<file path="config.mk">
export PLATFORM = sky130hd
export DESIGN_NAME = uart_rx_frame_counter_flat
export DESIGN_NICKNAME = d
export VERILOG_FILES = /design/src/rtl/uart_rx_frame_counter_if.sv /design/src/rtl/uart_rx_frame_counter.sv /design/src/flat_wrapper.sv
export SDC_FILE = /design/constraint.sdc
export NUM_CORES = 1
export LEC_CHECK = 0
export CAP_MARGIN = 25
export CORE_AREA = 8 8 85 87
export DETAILED_ROUTE_END_ITERATION = 8
export DIE_AREA = 0 0 93 95
export DONT_BUFFER_PORTS = 1
export GPL_TIMING_DRIVEN = 0
export PLACE_DENSITY = 0.59
export RECOVER_POWER = 100
export SLEW_MARGIN = 30
export SYNTH_ARGS = -nofsm -noshare
export SYNTH_HDL_FRONTEND = slang
export SYNTH_SLANG_ARGS = --single-unit
</file>
<file path="constraint.sdc">
create_clock -name clk -period 13.4 [get_ports clk]
set_input_delay 2.68 -clock clk [delete_from_list [all_inputs] [get_ports clk]]
set_output_delay 2.68 -clock clk [all_outputs]
set_load 0.05 [all_outputs]
</file>
<file path="src/rtl/uart_rx_frame_counter_if.sv">
// Bundle between the RX control FSM (master) and the frame counter (slave):
// run-time frame configuration going in, counters and strobes coming out.
interface uart_rx_frame_counter_if #(
    parameter int PRESC_W = 6,
    parameter int BIT_W   = 4
);
    logic               enable;
    logic [PRESC_W-1:0] prescale;
    logic [BIT_W-1:0]   data_bits;
    logic               par_en;
    logic               stop2;

    logic [PRESC_W-1:0] edge_cnt;
    logic [BIT_W-1:0]   bit_cnt;
    logic               sample_stb;
    logic               bit_done;
    logic               frame_done;
    logic               cfg_err;

    modport master (
        output enable, prescale, data_bits, par_en, stop2,
        input  edge_cnt, bit_cnt, sample_stb, bit_done, frame_done, cfg_err
    );

    modport slave (
        input  enable, prescale, data_bits, par_en, stop2,
        output edge_cnt, bit_cnt, sample_stb, bit_done, frame_done, cfg_err
    );
endinterface

</file>
<file path="src/rtl/uart_rx_frame_counter.sv">
// Oversampling edge/bit counter for the UART receiver. Counts clock edges
// inside each bit and bits inside each frame, for a frame shape chosen at
// run time, and decodes the three vote strobes plus bit-end / frame-end.
//
//   state   | meaning
//   --------+---------------------------------------------------------------
//   ST_IDLE | not counting; live config drives the decodes and is captured
//   ST_RUN  | frame in progress; shadow config drives the decodes
module uart_rx_frame_counter #(
    parameter int PRESC_W = 6,
    parameter int BIT_W   = 4
) (
    input  logic                   clk,
    input  logic                   rst,
    uart_rx_frame_counter_if.slave bus
);

    // One extra bit on every compare so P-1, M+1 and L-1 never wrap.
    localparam int PW = PRESC_W + 1;
    localparam int BW = BIT_W + 1;

    localparam logic [PRESC_W-1:0] P_MIN   = PRESC_W'(4);
    localparam logic [PRESC_W-1:0] P_RESET = PRESC_W'(8);
    localparam logic [BIT_W-1:0]   D_MIN   = BIT_W'(5);
    localparam logic [BIT_W-1:0]   D_MAX   = BIT_W'(9);
    localparam logic [BIT_W-1:0]   D_RESET = BIT_W'(8);

    typedef enum logic {
        ST_IDLE = 1'b0,
        ST_RUN  = 1'b1
    } state_t;

    state_t state;
    state_t state_nxt;

    logic [PRESC_W-1:0] edge_q;
    logic [BIT_W-1:0]   bit_q;
    logic               cfg_err_q;

    logic [PRESC_W-1:0] sh_p;
    logic [BIT_W-1:0]   sh_d;
    logic               sh_par;
    logic               sh_stop2;

    logic [PRESC_W-1:0] live_p;
    logic [BIT_W-1:0]   live_d;
    logic               live_err;

    logic [PRESC_W-1:0] act_p;
    logic [BIT_W-1:0]   act_d;
    logic               act_par;
    logic               act_stop2;

    logic [PW-1:0]      p_x;
    logic [PW-1:0]      p_last;
    logic [PW-1:0]      mid;
    logic [PW-1:0]      mid_lo;
    logic [PW-1:0]      mid_hi;
    logic [PW-1:0]      edge_x;
    logic [BW-1:0]      len_x;
    logic [BW-1:0]      len_last;
    logic [BW-1:0]      bit_x;

    logic               at_bit_end;
    logic               at_frame_end;
    logic               in_vote;
    logic               capture;

    // Clamp the live inputs into the legal range and flag anything clamped.
    always_comb begin
        live_p   = bus.prescale;
        live_d   = bus.data_bits;
        live_err = 1'b0;
        if (bus.prescale < P_MIN) begin
            live_p   = P_MIN;
            live_err = 1'b1;
        end
        if (bus.data_bits < D_MIN) begin
            live_d   = D_MIN;
            live_err = 1'b1;
        end else if (bus.data_bits > D_MAX) begin
            live_d   = D_MAX;
            live_err = 1'b1;
        end
    end

    // Live config steers the very first cycle so counting needs no skip cycle.
    always_comb begin
        act_p     = sh_p;
        act_d     = sh_d;
        act_par   = sh_par;
        act_stop2 = sh_stop2;
        if (state == ST_IDLE) begin
            act_p     = live_p;
            act_d     = live_d;
            act_par   = bus.par_en;
            act_stop2 = bus.stop2;
        end
    end

    // Widened bit-period and frame-length arithmetic plus terminal compares.
    always_comb begin
        p_x      = {1'b0, act_p};
        p_last   = p_x - PW'(1);
        mid      = p_x >> 1;
        mid_lo   = mid - PW'(1);
        mid_hi   = mid + PW'(1);
        edge_x   = {1'b0, edge_q};

        len_x    = BW'(1) + BW'(act_d) + BW'(act_par) + BW'(1) + BW'(act_stop2);
        len_last = len_x - BW'(1);
        bit_x    = {1'b0, bit_q};

        at_bit_end   = (edge_x == p_last);
        at_frame_end = at_bit_end && (bit_x == len_last);
        in_vote      = (edge_x >= mid_lo) && (edge_x <= mid_hi);

        // Recapture on frame end so back-to-back frames pick up new settings.
        capture      = bus.enable && ((state == ST_IDLE) || at_frame_end);
    end

    // Run/idle state register.
    always_ff @(posedge clk or posedge rst) begin
        if (rst) begin
            state <= ST_IDLE;
        end else begin
            state <= state_nxt;
        end
    end

    // Enter RUN on the first enable cycle, drop back as soon as enable falls.
    always_comb begin
        state_nxt = state;
        case (state)
            ST_IDLE: if (bus.enable)  state_nxt = ST_RUN;
            ST_RUN:  if (!bus.enable) state_nxt = ST_IDLE;
            default: state_nxt = ST_IDLE;
        endcase
    end

    // Edge and bit counters; the bit counter wraps at the last stop bit.
    always_ff @(posedge clk or posedge rst) begin
        if (rst) begin
            edge_q <= '0;
            bit_q  <= '0;
        end else if (!bus.enable) begin
            edge_q <= '0;
            bit_q  <= '0;
        end else if (at_bit_end) begin
            edge_q <= '0;
            if (at_frame_end) begin
                bit_q <= '0;
            end else begin
                bit_q <= bit_q + BIT_W'(1);
            end
        end else begin
            edge_q <= edge_q + PRESC_W'(1);
        end
    end

    // Shadow config and its illegality flag, loaded together on capture.
    always_ff @(posedge clk or posedge rst) begin
        if (rst) begin
            sh_p      <= P_RESET;
            sh_d      <= D_RESET;
            sh_par    <= 1'b0;
            sh_stop2  <= 1'b0;
            cfg_err_q <= 1'b0;
        end else if (capture) begin
            sh_p      <= live_p;
            sh_d      <= live_d;
            sh_par    <= bus.par_en;
            sh_stop2  <= bus.stop2;
            cfg_err_q <= live_err;
        end
    end

    assign bus.edge_cnt   = edge_q;
    assign bus.bit_cnt    = bit_q;
    assign bus.sample_stb = bus.enable && in_vote;
    assign bus.bit_done   = bus.enable && at_bit_end;
    assign bus.frame_done = bus.enable && at_frame_end;
    assign bus.cfg_err    = cfg_err_q;

endmodule

</file>
<file path="src/flat_wrapper.sv">
// flat-port wrapper written by rule: the top's interface ports become plain ports
module uart_rx_frame_counter_flat 
#(
    parameter int PRESC_W = 6,
    parameter int BIT_W   = 4
)
  (clk, rst, bus_enable, bus_prescale, bus_data_bits, bus_par_en, bus_stop2, bus_edge_cnt, bus_bit_cnt, bus_sample_stb, bus_bit_done, bus_frame_done, bus_cfg_err);
  uart_rx_frame_counter_if #(.PRESC_W(PRESC_W), .BIT_W(BIT_W)) bus_i ();
  input  logic clk;
  input  logic rst;
  input wire logic [$bits(bus_i.enable)-1:0] bus_enable;
  input wire logic [$bits(bus_i.prescale)-1:0] bus_prescale;
  input wire logic [$bits(bus_i.data_bits)-1:0] bus_data_bits;
  input wire logic [$bits(bus_i.par_en)-1:0] bus_par_en;
  input wire logic [$bits(bus_i.stop2)-1:0] bus_stop2;
  output wire logic [$bits(bus_i.edge_cnt)-1:0] bus_edge_cnt;
  output wire logic [$bits(bus_i.bit_cnt)-1:0] bus_bit_cnt;
  output wire logic [$bits(bus_i.sample_stb)-1:0] bus_sample_stb;
  output wire logic [$bits(bus_i.bit_done)-1:0] bus_bit_done;
  output wire logic [$bits(bus_i.frame_done)-1:0] bus_frame_done;
  output wire logic [$bits(bus_i.cfg_err)-1:0] bus_cfg_err;
  assign bus_i.enable = bus_enable;
  assign bus_i.prescale = bus_prescale;
  assign bus_i.data_bits = bus_data_bits;
  assign bus_i.par_en = bus_par_en;
  assign bus_i.stop2 = bus_stop2;
  assign bus_edge_cnt = bus_i.edge_cnt;
  assign bus_bit_cnt = bus_i.bit_cnt;
  assign bus_sample_stb = bus_i.sample_stb;
  assign bus_bit_done = bus_i.bit_done;
  assign bus_frame_done = bus_i.frame_done;
  assign bus_cfg_err = bus_i.cfg_err;
  uart_rx_frame_counter #(.PRESC_W(PRESC_W), .BIT_W(BIT_W)) u_core (.clk(clk), .rst(rst), .bus(bus_i));
endmodule
</file>
==> flow_summary.yaml <==
worst_setup_path:
  cp_data_arrival_time_ns: 6.59
  crit_slowest_cell: "nor3_1"
  cp_max_fo: 10
  end_kind: "primary output"
  critPathRequiredTime_ns: 10.72
  startpoint_type: "input port"
  crit_chain: "clkbuf_1 -> o41a_1 -> mux2i_1 -> ha_1 -> xnor2_1 -> nor4bb_1 -> o211a_1 -> o21ai_0 -> nor3_1"
  path_class: "input port to primary output"
  worst_path_largest_cell_delay_ns: 1.27
place:
  dpl.cell_count: 308
  dp_hpwl_um: 3888
  place_area_um2: 2369
  port_buffers: 0
  gp_congestion: 0.8200
power:
  peakVddDrop_v: 0.00004294
  power_density_nw_per_um2: 94.90
  p_sw_frac: 0.3703
  p_switching_mw: 0.08249
  leakagePower_nw: 0.9946
  combPwrFrac: 0.344
  power_mw: 0.2227
  internal-power_mw: 0.1403
  p_seq_frac: 0.421
  p_clk_frac: 0.235
finish:
  seqCellArea_um2: 603.1
  area_delta_synth_final_pct: 4.049
  fill_cells: 612
  multi_input_area_um2: 1474
  n_antenna_cell: 0
  nNetsFinal: 275
  fin_cells: 312
  design_area_um2: 2347
  drive_gt1_frac: 0.09705
global_route:
  grt_pass1_vias: 1719
  grt_use_total: 0.1207
  antenna_found_initial: 0
  grt_pass1_wl_um: 8742
  grt_max_degree: 25
  grt_overflow: 0
sta:
  fin_crit_sh: 0.6920
  max_freq_mhz: 107.8
  min_period_ns: 9.273
  finalSetupViolCount: 0
  rsz0062_at_grt: "no"
  clock_skew_ns: 0.003031
  drv_slew: 0
  tns_ns: 0
  finalHoldViolCount: 0
  worst_pin_slew_ns: 1.460
  slew_headroom: 0.01910
route:
  drcViolationCount: 0
  via_per_inst: 5.522
  ant_nets: 0
  drt_iter0_drc: 108
  firstDrtPassIters: 4
  wl_um: 5075
  num_vias: 1723
  wl_per_cell_um: 16.27
synth:
  syn_inst: 232
  ys.warnings.count: 0
  syn_nets: 269
  syn_area_um2: 2256
  syn_area_per_cell_um2: 9.724
  ys_ff_latch: 24
  synth_top_area_share: 0.2440
  synth_common_cells: "dfrtp_1 (22), ha_1 (21), inv_1 (19), nor3_1 (14), nand3_1 (12)"
  yosys.cell_types.count: 58
  synth_area_leader_cell: "dfrtp_1"
  async_flop_share: 1.000
  synth_edf_count: 0
  ys_top_cells_by_area: "dfrtp_1 (24%), ha_1 (12%), mux2_4 (4.7%)"
  ys_seq_area_frac: 0.2673
  synth.most_common_cell: "dfrtp_1"
  ys.flop_type: "dfrtp_1"
die:
  die-area_um2: 8835
  die_w_um: 93
  rows: 28
  core_region_area_um2: 5816
  num_io_pins: 29
  start_util: 0.3879
  die_y_um: 95
cts:
  clk_latency_ns: 0.27
  h-tree-depth: 1
  clkTransAtPathRegs_ns: 0.10
  numCtsBuffers: 3
  cts_hold_buf: 0
  cts_setup_buffers: 0
  cts_root_buf: "clkbuf_8"
  clk_path_buf_depth: 2
  cts_tree: "built"
  cts_resized: 0
  cts.sink_count: 24
hold_path:
  hold_path.class: "register to register"
flow_run:
  cap_violations: 1
outcome:
  violations: "capacitance limit"
  outcome: "finished with violations"
## layout by cell type (no fill, tap or decap), types with 3 or more instances in the layout
cell      instances
o21a_1            5
inv_1            19
clkbuf_8          4
nand3_1          12
and2_1            5
nor3_1           14
nor2b_1           4
xor2_1            9
ha_1             21
mux2_1            7
a21oi_1           6
dfrtp_1          22
clkbuf_1          6
mux2i_1           9
nor3b_1           4
nand2b_1          3
nand2_1           9
xnor2_1          10
nor2_1            6
o21ai_0          10
mux2_2            5
## kinds of logic (layout without fill, tap and decap cells)
| family | count (synthesis) | in the layout | share of synthesized area |
|---|---|---|---|
| XOR/XNOR | 19 | 19 | 0.07377 |
| flip-flops | 24 | 24 | 0.2673 |
| multiplexers | 22 | 22 | 0.1215 |
| adder cells (fa/ha/maj) | 22 | 22 | 0.1253 |
| AO/OA/AOI/OAI | 45 | 45 | 0.1581 |
| AND/OR/NAND/NOR | 73 | 73 | 0.1914 |
| buffers and inverters | 27 | 32 | 0.06267 |
## power groups by stage
stage / registers, mW / logic, mW / clock network, mW
global placement: 0.0953 / 0.0800 / 0
finish: 0.0937 / 0.0767 / 0.0524
detailed placement: 0.0954 / 0.0815 / 0
floorplan: 0.0925 / 0.0679 / 0
CTS: 0.0941 / 0.0817 / 0.0530
global route: 0.0951 / 0.0879 / 0.0558
## worst paths after layout
path	slack [ns]	end	startpoint	depth (start not counted)
worst max-delay path	4.13	bus_bit_done	bus_prescale[4]	9
worst min-delay path	0.50	u_core.sh_d[1]$_DFFE_PP0P_	u_core.sh_d[1]$_DFFE_PP0P_	1
worst max register to register	8.46	u_core.sh_p[5]$_DFFE_PP0P_	u_core.state$_DFF_PP0_	16
worst min register to register	0.50	u_core.sh_d[1]$_DFFE_PP0P_	u_core.sh_d[1]$_DFFE_PP0P_	1
max in group asynchronous	10.31	u_core.bus.edge_cnt[3]$_DFF_PP0_	rst	1
min in group asynchronous	2.50	u_core.bus.cfg_err$_DFFE_PP0P_	rst	1
## sequential cells by signal, indices dropped and copies added (netlist names)
| name | cells |
|---|---|
| u_core.state | 1 |
| u_core.sh_stop2 | 1 |
| u_core.bus.cfg_err | 1 |
| u_core.bus.edge_cnt | 6 |
| u_core.sh_d | 4 |
| u_core.sh_par | 1 |
| u_core.sh_p | 6 |
| u_core.bus.bit_cnt | 4 |
## layout make-up
class	count	share of cell area
tap	75	0.03998
clock buffer	4	0.02345
multi-input combinational	181	0.6279
buffer	8	0.01972
timing repair buffer	1	0.001599
inverter	19	0.03038
sequential	24	0.2569
## critical path, delay by kind of cell
kind	cells	cell delay [ns]
adders and majority gates	1	0.37
xor gates and xnor gates	1	0.15
and+or+nand+nor	2	1.61
muxes	1	0.53
AOI/OAI and AO/OA	3	1.03
buffers and inverters	1	0.20
## metal layers
metal | GRT usage | vias up | part of all wire
met1 | 0.1616 | 831 | 0.48
met4 | 0.02416 | 0 | 0.0067
li1 | - | 859 | -
met5 | 0 | - | 0
met3 | 0.03016 | 4 | 0.055
met2 | 0.1917 | 29 | 0.45
## stage by stage
stage	hold slack [ns]	utilization	worst slack (ns)
6_report	0.4991	0.4036	4.128
2_1_floorplan	0.4749	-	4.326
5_1_grt	0.5181	0.4036	3.794
4_1_cts	0.5160	0.4167	4.926
3_3_place_gp	0.4846	0.4040	3.806
3_5_place_dp	0.4933	0.4073	4.950
(Power assumes the default switching activity.)
